--- src/rtl/dm_arb_pkg.sv ---
// ---------------------------------------------------------------------------
// dm_arb_pkg
// Shared types and constants for the DM two-port arbiter.
//   state_e  : arbiter FSM states (IDLE -> ACCESS -> RESP)
//   PORT_A/B : requester ids, also used as the round-robin pointer encoding
//   NUM_REQ  : number of requesters served by the arbiter
//   req_t    : request latched in IDLE and replayed onto DM during ACCESS
// The address and data fields of req_t are REQ_AW / REQ_DW bits wide. The
// arbiter's AW / DW parameters must not exceed these widths.
// ---------------------------------------------------------------------------
package dm_arb_pkg;

  localparam int NUM_REQ = 2;

  localparam logic PORT_A = 1'b0;
  localparam logic PORT_B = 1'b1;

  localparam int REQ_AW = 32;
  localparam int REQ_DW = 32;

  typedef enum logic [1:0] {
    IDLE   = 2'd0,
    ACCESS = 2'd1,
    RESP   = 2'd2
  } state_e;

  typedef struct packed {
    logic              we;
    logic [REQ_AW-1:0] addr;
    logic [REQ_DW-1:0] wdata;
    logic              owner;
  } req_t;

endpackage

--- src/rtl/dm_arb_rr.sv ---
// ---------------------------------------------------------------------------
// dm_arb_rr
// Two-way round-robin winner selection and the rr_ptr register.
// When DM_ARB_LOCK_EN is defined, this module also holds the lock.
// Ports:
//   clk, reset      : clock, asynchronous active-high reset
//   a_req, b_req    : live request lines from the two ports
//   idle_en         : arbiter is in IDLE, so a winner may be chosen now
//   resp_en         : arbiter is in RESP for the access owned by resp_owner
//   resp_owner      : owner id of the access that is completing
//   a_lock, b_lock  : (DM_ARB_LOCK_EN only) per-port lock requests
//   win_valid       : a request should be latched this cycle
//   win_id          : id of the winning port
// ---------------------------------------------------------------------------
module dm_arb_rr
  import dm_arb_pkg::*;
(
  input  logic clk,
  input  logic reset,
  input  logic a_req,
  input  logic b_req,
  input  logic idle_en,
  input  logic resp_en,
  input  logic resp_owner,
`ifdef DM_ARB_LOCK_EN
  input  logic a_lock,
  input  logic b_lock,
`endif
  output logic win_valid,
  output logic win_id
);

  logic rr_ptr_q, rr_ptr_d;
  logic ptr_eff;
  logic owner_req;
  logic lock_held;
  logic lock_release;
  logic resp_lock;

`ifdef DM_ARB_LOCK_EN
  logic lock_q, lock_d;
  logic owner_lock;

  // While a lock is held, rr_ptr still points at the lock owner, so the
  // pointer doubles as the lock-owner id.
  assign owner_lock   = (rr_ptr_q == PORT_B) ? b_lock : a_lock;
  assign lock_held    = lock_q && owner_lock;
  assign lock_release = lock_q && !owner_lock;
  assign resp_lock    = (resp_owner == PORT_B) ? b_lock : a_lock;

  // The lock is taken in the owner's RESP cycle and dropped in IDLE once the
  // owner lets go of its lock line.
  always_comb begin
    lock_d = lock_q;
    if (resp_en) begin
      lock_d = resp_lock;
    end else if (idle_en && lock_release) begin
      lock_d = 1'b0;
    end
  end

  always_ff @(posedge clk or posedge reset) begin
    if (reset) begin
      lock_q <= 1'b0;
    end else begin
      lock_q <= lock_d;
    end
  end
`else
  assign lock_held    = 1'b0;
  assign lock_release = 1'b0;
  assign resp_lock    = 1'b0;
`endif

  assign owner_req = (rr_ptr_q == PORT_B) ? b_req : a_req;

  // A released lock counts as the owner's turn, so the other port gets
  // priority in the same IDLE cycle in which the lock drops.
  assign ptr_eff = lock_release ? ~rr_ptr_q : rr_ptr_q;

  // Winner selection happens only in IDLE. A held lock masks the other port.
  always_comb begin
    win_valid = 1'b0;
    win_id    = ptr_eff;
    if (idle_en) begin
      if (lock_held) begin
        win_valid = owner_req;
        win_id    = rr_ptr_q;
      end else if (a_req && b_req) begin
        win_valid = 1'b1;
        win_id    = ptr_eff;
      end else if (a_req) begin
        win_valid = 1'b1;
        win_id    = PORT_A;
      end else if (b_req) begin
        win_valid = 1'b1;
        win_id    = PORT_B;
      end
    end
  end

  // The pointer moves to the other port when an access completes, unless the
  // completing owner asks to keep the lock.
  always_comb begin
    rr_ptr_d = rr_ptr_q;
    if (resp_en) begin
      rr_ptr_d = resp_lock ? resp_owner : ~resp_owner;
    end else if (idle_en && lock_release) begin
      rr_ptr_d = ~rr_ptr_q;
    end
  end

  always_ff @(posedge clk or posedge reset) begin
    if (reset) begin
      rr_ptr_q <= PORT_A;
    end else begin
      rr_ptr_q <= rr_ptr_d;
    end
  end

endmodule

--- src/rtl/dm_arbiter.sv ---
// ---------------------------------------------------------------------------
// dm_arbiter
// Two-requester round-robin sequencer in front of the DM data memory. It
// serializes port A (CPU load/store) and port B (loader/debug) onto DM's single
// port. Each completed access returns registered read data and a one-cycle
// grant pulse. The FSM runs IDLE -> ACCESS -> RESP, with one DM access per
// transaction.
// Optional feature: define DM_ARB_LOCK_EN to add the a_lock/b_lock inputs. A
// lock keeps the arbiter on one port for atomic read-modify-write sequences.
// Ports:
//   clk, reset               : clock, asynchronous active-high reset
//   a_req/a_we/a_addr/a_wdata: port A request, held until a_gnt
//   a_gnt, a_rdata           : port A completion pulse and held read data
//   b_*                      : same set for port B
//   a_lock, b_lock           : (DM_ARB_LOCK_EN only) lock requests
//   dm_addr/dm_writedata/dm_we: to DM
//   dm_readdata              : from DM (combinational read)
//   busy                     : high in ACCESS and RESP
// ---------------------------------------------------------------------------
module dm_arbiter
  import dm_arb_pkg::*;
#(
  parameter int AW = 32,
  parameter int DW = 32
) (
  input  logic          clk,
  input  logic          reset,
  input  logic          a_req,
  input  logic          a_we,
  input  logic [AW-1:0] a_addr,
  input  logic [DW-1:0] a_wdata,
  output logic          a_gnt,
  output logic [DW-1:0] a_rdata,
  input  logic          b_req,
  input  logic          b_we,
  input  logic [AW-1:0] b_addr,
  input  logic [DW-1:0] b_wdata,
  output logic          b_gnt,
  output logic [DW-1:0] b_rdata,
`ifdef DM_ARB_LOCK_EN
  input  logic          a_lock,
  input  logic          b_lock,
`endif
  output logic [AW-1:0] dm_addr,
  output logic [DW-1:0] dm_writedata,
  output logic          dm_we,
  input  logic [DW-1:0] dm_readdata,
  output logic          busy
);

  state_e        state_q, state_d;
  req_t          req_q, req_d;
  logic [DW-1:0] a_rdata_q, a_rdata_d;
  logic [DW-1:0] b_rdata_q, b_rdata_d;
  logic          win_valid;
  logic          win_id;
  logic          idle_en;
  logic          resp_en;

  assign idle_en = (state_q == IDLE);
  assign resp_en = (state_q == RESP);

  dm_arb_rr u_rr (
    .clk        (clk),
    .reset      (reset),
    .a_req      (a_req),
    .b_req      (b_req),
    .idle_en    (idle_en),
    .resp_en    (resp_en),
    .resp_owner (req_q.owner),
`ifdef DM_ARB_LOCK_EN
    .a_lock     (a_lock),
    .b_lock     (b_lock),
`endif
    .win_valid  (win_valid),
    .win_id     (win_id)
  );

  // Requests are sampled only in IDLE. After a request is latched, the access
  // runs to completion even if the requester drops req. The read data is
  // captured at the end of ACCESS into the owner's register only.
  always_comb begin
    state_d   = state_q;
    req_d     = req_q;
    a_rdata_d = a_rdata_q;
    b_rdata_d = b_rdata_q;
    case (state_q)
      IDLE: begin
        if (win_valid) begin
          state_d = ACCESS;
          if (win_id == PORT_B) begin
            req_d.we    = b_we;
            req_d.addr  = REQ_AW'(b_addr);
            req_d.wdata = REQ_DW'(b_wdata);
            req_d.owner = PORT_B;
          end else begin
            req_d.we    = a_we;
            req_d.addr  = REQ_AW'(a_addr);
            req_d.wdata = REQ_DW'(a_wdata);
            req_d.owner = PORT_A;
          end
        end
      end
      ACCESS: begin
        state_d = RESP;
        if (req_q.owner == PORT_B) begin
          b_rdata_d = dm_readdata;
        end else begin
          a_rdata_d = dm_readdata;
        end
      end
      RESP: begin
        state_d = IDLE;
      end
      default: begin
        state_d = IDLE;
      end
    endcase
  end

  always_ff @(posedge clk or posedge reset) begin
    if (reset) begin
      state_q   <= IDLE;
      req_q     <= '0;
      a_rdata_q <= '0;
      b_rdata_q <= '0;
    end else begin
      state_q   <= state_d;
      req_q     <= req_d;
      a_rdata_q <= a_rdata_d;
      b_rdata_q <= b_rdata_d;
    end
  end

  // dm_addr and dm_writedata come straight from the latched request, so they
  // hold their last value outside ACCESS. dm_we is decoded from the state
  // register, which makes it fall as soon as reset is asserted.
  assign dm_addr      = AW'(req_q.addr);
  assign dm_writedata = DW'(req_q.wdata);
  assign dm_we        = (state_q == ACCESS) && req_q.we;

  assign a_gnt   = resp_en && (req_q.owner == PORT_A);
  assign b_gnt   = resp_en && (req_q.owner == PORT_B);
  assign a_rdata = a_rdata_q;
  assign b_rdata = b_rdata_q;
  assign busy    = (state_q == ACCESS) || (state_q == RESP);

endmodule

--- config.mk ---
export PLATFORM = sky130hd
export DESIGN_NAME = dm_arbiter
export DESIGN_NICKNAME = d
export VERILOG_FILES = /design/src/rtl/dm_arb_pkg.sv /design/src/rtl/dm_arb_rr.sv /design/src/rtl/dm_arbiter.sv
export SDC_FILE = /design/constraint.sdc
export NUM_CORES = 1
export LEC_CHECK = 0
export CAP_MARGIN = 25
export CORE_MARGIN = 2
export CORE_UTILIZATION = 40
export DETAILED_ROUTE_END_ITERATION = 8
export GPL_ROUTABILITY_DRIVEN = 0
export HOLD_SLACK_MARGIN = 0.02
export PLACE_DENSITY = 0.8
export SYNTH_ARGS = -nofsm -noshare
export SYNTH_HDL_FRONTEND = slang
export SYNTH_SLANG_ARGS = --single-unit
export TNS_END_PERCENT = 100
--- constraint.sdc ---
create_clock -name clk -period 12.3 [get_ports clk]
set_input_delay 1.23 -clock clk [delete_from_list [all_inputs] [get_ports clk]]
set_output_delay 1.23 -clock clk [all_outputs]
set_load 0.02 [all_outputs]
==> results.md <==
* Status: completed
* CTS max path bufs at 2
* Max incr delay on CP at 0.63 ns
* Fmax at 318 MHz
* DIE AREA at 0.0160 mm^2
* Synth-to-layout area growth at 54.0%
* Share of cells above drive strength 1 at 15.6%
* R2R cell count at 5
* Initial antenna violation count at 0
* MaxCap Viol Count at 0
* Crit path kind: reg2out
* Initial Util at 41.1%
* Critical Path Source Type: register
* Cell Chain, Critical Path: inv_1, ha_1, and2_1, clkdlybuf4s50_1
* Post-CTS Setup Bufs at 0
* Largest cells by area after synthesis: dfrtp_1, mux2_2, o221a_1
* Worst vdd ir at 0.151 mV
* Die Width at 126 um
* Critical Path AT at 1.92 ns
* Synth cell types at 22
* Syn Inst Count at 444
* Unrepaired setup endpoints after global routing: no
* Number of nets in the final layout at 844
* Period minus WS final at 3.15 ns
* Ports at 298
* Routed Antenna Nets at 0
* Hold wc startpoint: a_rdata[29]
* Min-delay worst type: reg2reg
* DR DRC count at 0
* FF-to-FF Start: state_q[1]
* Final worst slack at 9.15 ns
* Dpl ws at 9.04 ns
* Pre-Repair DR Iteration Count at 4
* Yosys warning count at 0
* Core Area at 0.0146 mm^2
* Post-CTS Resized at 0
* CP Capture Type: output pin
* Row count at 44
* First-pass GRT wire length at 24900 um
* Post-synthesis sequential area ratio at 55.6%
* CP Max Fanout at 3
* Hold-fix buffers, CTS at 0
* Hold Path Cell Cnt at 1
* Netlist Area Pre-Place at 0.00599 mm^2
* H-tree levels at 4
* Max-slew violations at 0
* Period utilisation layout at 25.6%
* Ant diodes at 0
* Crit-path slowest cell: clkdlybuf4s50_1
* Clock skew at 0.00568 ns
* Root Driver: clkbuf_16
* Avg Vias per Cell at 5.09
* Slew @ Worst Pin at 0.858 ns
* Final Hold Fails at 0
* Synth top area share at 55.6%
* Synth area leader: dfrtp_1
* Largest net degree at the start of global routing at 71
* Slew HR at 42.8%
* GRT overflow at 0
* Via Count at 4431
* Post-layout util at 63.2%
* Placed cell area at 0.00863 mm^2
* PD cells at 281 mW/mm^2
* TritonCTS sink count at 133
* Leakage at 3.65 nW
* Worst-path clk slew at 0.06 ns
* Hold Path End: a_rdata[29]
* Port Buffers at 297
* HPWL Detailed at 11800 um
* Vias in the first global route at 4662
* Die H at 126 um
* Total Wirelength at 16000 um
* Worst-Skew Late Latency at 0.41 ns
* R2R setup slack at 10.26 ns
* CTS tree: done
* Final setup vio count at 0
* Setup TNS at 0 ns
* Tot GR Track Use at 19.9%
* Number of synthesized register bits at 133
* Reg2reg end: dm_writedata[23]
* Finished Cell Area at 0.00922 mm^2
* Critical Path RT at 11.07 ns
* Synth Net Count at 614
* Wire per inst at 18.4 um
* DR iter-0 viols at 244
* Total power at 2.59 mW
* Syn Area/Cell at 13.5 um^2
* Num CTS Buffers at 17
==> worst max-delay path by stage <==
stage                     slack (ns)          end  cells past startpoint       start
final                           9.15        b_gnt                      4  state_q[0]
after global placement          9.15  a_rdata[10]                      3       reset
after floorplan                 7.52   a_rdata[0]                      1       reset
after detailed placement        9.04  a_rdata[10]                      3       reset
after global routing            9.05        dm_we                      4  state_q[1]
after CTS                       9.13        b_gnt                      4  state_q[0]
==> area by class of cell <==
type	count	area (um^2)
fillers	1060	5370
inverters	4	17.5
flip-flops and latches	133	3330
repair buffers	303	3020
multi-input cells	215	2040
clock buffers	21	460
well taps	184	230
clock inverters	10	130
==> power by group <==
part | leakage, nW | total (mW) | internal [mW] | switching, mW
Combinational | 1.86 | 1.31 | 0.694 | 0.613
Clock | 0.288 | 0.503 | 0.326 | 0.177
Sequential | 1.51 | 0.781 | 0.661 | 0.120
==> sequential cells by signal, summed over array words and instances (netlist names) <==
name	count
dm_writedata	32
req_q	2
state_q	2
u_rr.ptr_eff	1
b_rdata	32
a_rdata	32
dm_addr	32
==> per-layer routing <==
metal,part of all wire (%),vias up,track usage [%]
met5,0,-,0
met4,1.9,0,7.11
met3,7.2,22,6.54
met2,51,220,33.8
met1,40,2194,23.9
li1,-,1995,-
==> synthesized netlist by cell type <==
cell,count
ha_1,4
o221a_1,49
mux2_1,15
clkbuf_1,1
nand2b_1,65
inv_1,3
nand2_1,3
buf_4,71
o221a_2,16
inv_2,1
a21boi_0,1
nor2_1,3
dfrtp_1,133
and2_1,2
o21ai_1,1
nand3_1,1
a31oi_1,1
o211ai_2,1
a21oi_1,1
buf_2,20
nor2b_1,2
mux2_2,50
==> placed cells by master (no fill, tap or decap), drive strengths merged <==
cell and instances:
o21ai 1, bufinv 3, a21oi 1, ha 4, inv 4, dfrtp 133, clkinv 5, nand2 3
and2 2, a31oi 1, a21boi 1, nand3 1, nand2b 65, nor2 3, nor2b 2, o221a 65
clkbuf 21, clkdlybuf4s50 297, o211ai 1, buf 6, clkinvlp 2, mux2 65
==> worst max-delay path, delay by kind of cell, from the launching register on <==
| family | cells | cell delay, ns |
|---|---|---|
| simple gates | 1 | 0.16 |
| fa+ha+maj | 1 | 0.21 |
| flops | 1 | 0.40 |
| buf+inv | 2 | 0.74 |
==> kinds of logic (layout without fill, tap and decap cells) <==
kind of cell / Yosys count / after routing / synth area share, %
AO/OA/AOI/OAI: 70 / 70 / 12.8
adder cells (fa/ha/maj): 4 / 4 / 0.836
buffers and inverters: 96 / 338 / 10.9
flip-flops: 133 / 133 / 55.6
multiplexers: 65 / 65 / 12.2
AND/OR/NAND/NOR: 76 / 76 / 7.67
==> stage by stage <==
stage	hold WS [ns]	instances
floorplan	0.507	444
global placement	0.471	839
detailed placement	0.484	839
CTS	0.496	870
global route	0.509	870
finish	0.487	870
Note: power is estimated with default switching activity, not from simulation.
